### src/rtl/mem_access_stage.sv
// MEM pipeline stage: latches EX results, runs one load/store on the addr_ok/data_ok bus,
// aligns load data and hands results to WB. Optional MEM_ALIGN_CHECK_EN adds mem_ale.
//
//   state | meaning
//   IDLE  | no bus activity (empty, or holding a non-mem op)
//   REQ   | data_req asserted, waiting for data_addr_ok
//   WAIT  | request accepted, waiting for data_data_ok
//   DONE  | mem result held until WB accepts it
module mem_access_stage #(
  parameter int ADDR_W   = 32,
  parameter int MEM_OP_W = 5
) (
  input  logic                clk,
  input  logic                rst,
  input  logic                ex_to_mem_valid,
  output logic                mem_allowin,
  input  logic [31:0]         ex_alu_result,
  input  logic [31:0]         ex_mem_wdata,
  input  logic [MEM_OP_W-1:0] ex_mem_op,
  input  logic [31:0]         ex_pc,
  input  logic [4:0]          ex_rf_waddr,
  output logic                data_req,
  output logic                data_wr,
  output logic [1:0]          data_size,
  output logic [ADDR_W-1:0]   data_addr,
  output logic [3:0]          data_wstrb,
  output logic [31:0]         data_wdata,
  input  logic                data_addr_ok,
  input  logic                data_data_ok,
  input  logic [31:0]         data_rdata,
  output logic                mem_to_wb_valid,
  input  logic                wb_allowin,
  output logic [31:0]         mem_pc,
  output logic                mem_rf_we,
  output logic [4:0]          mem_rf_waddr,
  output logic [31:0]         mem_rf_wdata,
  output logic                mem_valid
`ifdef MEM_ALIGN_CHECK_EN
  ,
  output logic                mem_ale
`endif
);

  typedef enum logic [1:0] {IDLE, REQ, WAIT, DONE} state_t;

  state_t state, state_nxt;

  logic                valid_r;
  logic [31:0]         alu_r;
  logic [31:0]         wdata_r;
  logic [31:0]         pc_r;
  logic [31:0]         rdata_r;
  logic [MEM_OP_W-1:0] op_r;
  logic [4:0]          waddr_r;

  logic       is_mem, is_store, is_load, is_uns;
  logic [1:0] size_eff;
  logic [1:0] lane;
  logic       accept;
  logic       ready_go;
  logic       ex_misalign;
  logic       ale;
  state_t     mem_tgt;
  logic [7:0]  ld_byte;
  logic [15:0] ld_half;
  logic [31:0] ld_data;

  function automatic logic misalign(input logic [1:0] sz, input logic [1:0] a);
    return ((sz == 2'd1) & a[0]) | (sz[1] & (a != 2'd0));
  endfunction

  assign is_mem   = op_r[4];
  assign is_store = is_mem & op_r[3];
  assign is_load  = is_mem & ~op_r[3];
  assign is_uns   = op_r[2];
  assign size_eff = (op_r[1:0] == 2'd3) ? 2'd2 : op_r[1:0];
  assign lane     = alu_r[1:0];

  assign ready_go    = valid_r & (~is_mem | (state == DONE));
  assign mem_allowin = ~valid_r | (ready_go & wb_allowin);
  assign accept      = ex_to_mem_valid & mem_allowin;

`ifdef MEM_ALIGN_CHECK_EN
  // Misaligned ops skip the bus entirely and retire as a non-writing result.
  assign ex_misalign = misalign(ex_mem_op[1:0], ex_alu_result[1:0]);
  assign ale         = valid_r & is_mem & misalign(op_r[1:0], lane);
  assign mem_ale     = ale;
`else
  assign ex_misalign = 1'b0;
  assign ale         = 1'b0;
`endif

  assign mem_tgt = ex_misalign ? DONE : REQ;

  always_ff @(posedge clk or negedge rst) begin
    if (!rst) state <= IDLE;
    else      state <= state_nxt;
  end

  always_comb begin
    state_nxt = state;
    case (state)
      IDLE: if (accept & ex_mem_op[4]) state_nxt = mem_tgt;
      REQ:  if (data_addr_ok) state_nxt = WAIT;
      WAIT: if (data_data_ok) state_nxt = DONE;
      DONE: if (wb_allowin) state_nxt = (accept & ex_mem_op[4]) ? mem_tgt : IDLE;
      default: state_nxt = IDLE;
    endcase
  end

  always_ff @(posedge clk or negedge rst) begin
    if (!rst) begin
      valid_r <= 1'b0;
      alu_r   <= '0;
      wdata_r <= '0;
      pc_r    <= '0;
      op_r    <= '0;
      waddr_r <= '0;
      rdata_r <= '0;
    end else begin
      if (mem_allowin) valid_r <= ex_to_mem_valid;
      if (accept) begin
        alu_r   <= ex_alu_result;
        wdata_r <= ex_mem_wdata;
        pc_r    <= ex_pc;
        op_r    <= ex_mem_op;
        waddr_r <= ex_rf_waddr;
      end
      if ((state == WAIT) && data_data_ok) rdata_r <= data_rdata;
    end
  end

  // Lane selection uses the low address bits even when the access is misaligned.
  always_comb begin
    ld_byte = rdata_r[{lane, 3'b000} +: 8];
    ld_half = lane[1] ? rdata_r[31:16] : rdata_r[15:0];
    case (size_eff)
      2'd0:    ld_data = {{24{~is_uns & ld_byte[7]}}, ld_byte};
      2'd1:    ld_data = {{16{~is_uns & ld_half[15]}}, ld_half};
      default: ld_data = rdata_r;
    endcase
  end

  always_comb begin
    data_wstrb = 4'b0000;
    if (is_store) begin
      case (size_eff)
        2'd0:    data_wstrb = 4'b0001 << lane;
        2'd1:    data_wstrb = lane[1] ? 4'b1100 : 4'b0011;
        default: data_wstrb = 4'b1111;
      endcase
    end
  end

  always_comb begin
    case (size_eff)
      2'd0:    data_wdata = {4{wdata_r[7:0]}};
      2'd1:    data_wdata = {2{wdata_r[15:0]}};
      default: data_wdata = wdata_r;
    endcase
  end

  assign data_req  = (state == REQ);
  assign data_wr   = is_store;
  assign data_size = size_eff;
  assign data_addr = alu_r[ADDR_W-1:0];

  assign mem_to_wb_valid = ready_go;
  assign mem_valid       = valid_r;
  assign mem_pc          = pc_r;
  assign mem_rf_waddr    = waddr_r;
  assign mem_rf_we       = valid_r & ~is_store & (waddr_r != 5'd0) & ~ale;
  assign mem_rf_wdata    = is_load ? ld_data : alu_r;

endmodule

### config.mk
export PLATFORM = sky130hd
export DESIGN_NAME = mem_access_stage
export DESIGN_NICKNAME = d
export VERILOG_FILES = /design/src/rtl/mem_access_stage.sv
export SDC_FILE = /design/constraint.sdc
export NUM_CORES = 1
export LEC_CHECK = 0
export CAP_MARGIN = 20
export CORE_ASPECT_RATIO = 1.25
export CORE_MARGIN = 3
export CORE_UTILIZATION = 43
export CTS_CLUSTER_DIAMETER = 30
export DETAILED_ROUTE_END_ITERATION = 12
export GPL_TIMING_DRIVEN = 0
export PLACE_DENSITY = 0.81
export RECOVER_POWER = 25
export SYNTH_ARGS = -nofsm -noshare
export SYNTH_HDL_FRONTEND = slang
export SYNTH_SLANG_ARGS = --single-unit
export TNS_END_PERCENT = 50
### constraint.sdc
create_clock -name clk -period 2.25 [get_ports clk]
set_clock_uncertainty 0.2 [all_clocks]
set_input_delay 0.225 -clock clk [delete_from_list [all_inputs] [get_ports clk]]
set_output_delay 0.225 -clock clk [all_outputs]
set_load 0.02 [all_outputs]
==> reports/qor.txt <==
fin. max-slew vios: 0
DP Cell Count: 1042
multiplexer area fraction after synthesis: 29.2%
number of instances on the worst hold path: 3
Static Leak: 4.73 nW
setup slack, reg-to-reg: 0.06 ns
r2r worst-path depth: 7
Async S/R FF share, synth: 100%
detail-routed via count per cell: 5.53
post-synthesis to final-layout area growth: 64.6%
layout cell share with drive strength beyond 1: 40.6%
failing checks: setup timing
syn_nets: 694
arrival time of the worst setup path: 2.14 ns
cell with the most instances after synthesis: mux2_2
maximum single-stage delay on the critical path: 0.45 ns
internal power consumption: 12.1 mW
TritonCTS Sinks: 141
area of the multi-input gates: 3280 um^2
area share of fa/ha/maj cells after synthesis: 0.914%
pin count of the biggest net entering global routing: 89
row count: 50
root cell of the clock tree: clkbuf_16
total die area: 17500 um^2
power per standard cell area: 1840 nW/um^2
count of nets after finishing: 1024
netlist area before placement: 6840 um^2
Routed wire per std cell: 22.4 um
unrepaired setup endpoints after global routing: yes
number of global-route vias before repair: 6405
post-synthesis xor/xnor area fraction: 0%
data required time of the worst path: 1.82 ns
Clock Pin Slew Worst Setup and Hold Paths: 0.05 ns
number of filler instances in the final layout: 1064
port buffer count: 288
vias post-DR: 6050
part of the total power dissipated in combinational logic: 60.1%
Psw: 8.59 mW
worst r2r dst: data_addr[4]
HPWL after DPL: 17900 um
ranking of synthesized cells by area: dfrtp_1 (52%), mux2_2 (26%), mux2i_1 (2.3%)
wire length of the first global-routing pass: 37600 um
source of the worst register-to-register timing path: state[0]
number of storage elements in the synthesis netlist: 141
fraction of power consumed by sequential logic: 24.8%
Max VDD drop: 0.000914 V
relative max-transition margin: 7.00%
io pins: 289
startpoint of the worst hold path: ex_alu_result[1]
mean cell area of the mapped netlist: 12.6 um^2
antenna diode count: 0
post-synth top area share: 51.6%
final total negative setup slack: -7.92 ns
remaining antenna violation count after routing: 0
Max H-tree Level: 4
number of max-cap violations: 0
core region area: 15300 um^2
Setup crit end kind: output port
total detailed-routing wirelength: 24500 um
terminating pin of the worst hold path: data_addr[1]
Sequential cell area: 3540 um^2
final core area utilization: 73.8%
TritonCTS clock tree: done
Post-Syn Instances: 545
worst hold path class: in -> reg
number of setup violations in the final report: 34
standard cell with the maximum stage delay on the critical path: a222oi_1
share of the synthesized area in compound gates (AO/OA/AOI/OAI): 10.3%
antenna violations before repair: 2
switching part of the total: 41.4%
starting utilization of the core area: 44.8%
Critical Path Most Common Cell: buf_6
Top FF cell, synth: dfrtp_1
placer congestion estimate: 0.925
final clock period utilization by the worst path: 114%
overall overflow remaining after global route: 0
Clk Latency, worst-skew pair: 0.42 ns
remaining design rule violation count: 0
smallest setup slack after layout: -0.319 ns
maximum number of buffers from clock root to sink: 2
number of unique standard cell types used by synthesis: 38
Placed Area: 10000 um^2
EDFF count, synth: 0
Non-Filler Instances: 1095
portion of total power attributed to the clock network: 15.0%
clock period minus worst slack: 2.57 ns
portion of the post-synthesis area used by sequential elements: 51.6%
die boundary width: 119 um
length of the first detailed-routing pass in iterations: 7
leading cell types by count after synthesis: mux2_2 (161), dfrtp_1 (141), a21oi_1 (26)
total count of hold-check failures in the final report: 0
cell breakdown of the critical path: buf_6 -> buf_6 -> nand2b_4 -> o22ai_1 -> a222oi_1 -> mux2_4 -> buf_6
largest area contributor in the netlist: dfrtp_1
maximum achievable frequency: 389 MHz
simple-gate share of the synthesized area: 3.35%
result of the run: finished, violations left
largest delay contributor family on the critical path: compound AO/OA/AOI/OAI gates
measured slew at the worst slew-check pin: 1.39 ns
global routing usage summed across all routing layers: 28.0%
category of the worst setup path launch point: register
YS warnings: 0
dominant combinational cell family by area after synthesis: multiplexers
largest driver fanout on the critical path: 7
CP Buf/Inv Count: 3
number of CTS-inserted buffers: 17
vertical extent of the die: 147 um
critical path type: reg -> out
First DRT Iteration DRCs: 346
final instance area: 11300 um^2
[how the worst max path moves through the flow]
stage,start,end,slack (ns),cells after the start
after global placement,rst,mem_pc[27],-4.73,1
after detailed placement,data_addr[1],mem_rf_wdata[15],-0.60,4
after CTS,data_addr[1],mem_rf_wdata[27],-0.33,7
after global routing,data_addr[1],mem_rf_wdata[29],-0.38,6
final,data_addr[1],mem_rf_wdata[3],-0.32,7
after floorplan,data_addr[1],mem_rf_wdata[15],0.11,3
[tightest hold or removal path: stages]
cell and delay [ns]:
clkdlybuf4s50_1 0.40, nand2_1 0.05, o21ai_0 0.07
[cells in the final DEF, fill, tap and decap left out, types with 6 or more instances in the layout]
cell type | Yosys | layout
nor2_1 | 7 | 7
inv_1 | 18 | 17
a222oi_1 | 8 | 8
nand2_1 | 17 | 17
dfrtp_2 | 0 | 6
clkbuf_2 | 0 | 10
clkbuf_4 | 0 | 8
dlygate4sd2_1 | 0 | 11
buf_2 | 16 | 16
buf_6 | 2 | 36
clkdlybuf4s15_2 | 0 | 10
o21ai_0 | 19 | 15
mux2_2 | 161 | 155
o211ai_1 | 17 | 17
clkbuf_16 | 0 | 18
a22o_1 | 7 | 7
buf_4 | 10 | 30
a21oi_1 | 26 | 18
mux2i_1 | 16 | 13
mux2_4 | 0 | 6
dfrtp_1 | 141 | 135
o21ai_2 | 0 | 10
o22ai_1 | 8 | 6
clkdlybuf4s50_1 | 0 | 223
[state kept, by name, summed over array words and instances (netlist names)]
signal        count
wdata_r          32
mem_pc           32
op_r              5
rdata_r          32
mem_valid         1
mem_rf_waddr      5
state             2
data_addr        32
[cells by family (layout without fill, tap and decap cells)]
kind of cell / after synthesis / after routing
fa+ha+maj: 5 / 5
buf+inv: 66 / 408
flops: 141 / 141
compound gates: 109 / 109
mux: 178 / 178
simple gates: 46 / 46
[repair_timing]
action / CTS / global route
pin swaps: 12 / 5
gates resized for setup: 335 / 78
buffers inserted: 14 / 10
hold buffers: 1 / 0
endpoints found under the setup margin: 169 / 177
cloned: 2 / 1
hold endpoints to repair: 53 / 0
[layer usage]
metal	global-route usage [%]	vias to the layer above	part of all wire, %	wire length [um]
li1	-	2652	-	-
met5	0	-	0.094	23
met2	47.3	352	51	12500
met4	13.6	4	4.4	1070
met3	9.55	70	8.8	2170
met1	31.5	2972	36	8800
[cell type report]
class	instances	area share, %
Inverter	18	0.633
Sequential cell	141	31.4
Tap cell	208	2.31
Multi-Input combinational cell	338	29.1
Clock buffer	21	4.18
Buffer	44	3.27
Timing Repair Buffer	315	27.5
Clock inverter	10	1.65
[per-stage QoR]
stage	hold WS [ns]	power, mW	setup WS, ns
CTS	0.135	20.0	-0.326
global route	0.192	21.7	-0.381
floorplan	-0.271	11.0	0.111
global placement	0.284	16.1	-4.73
finish	0.168	20.7	-0.319
detailed placement	0.0148	16.4	-0.598
[power by group through the flow]
stage / combinational [mW] / sequential, mW / clock [mW]
after floorplan: 5.58 / 5.45 / 0
after global placement: 11.1 / 4.98 / 0
after detailed placement: 11.3 / 5.07 / 0
after CTS: 11.8 / 5.08 / 3.16
after global routing: 13.1 / 5.31 / 3.27
final: 12.5 / 5.15 / 3.12
Note: power is estimated with default switching activity, not from simulation.
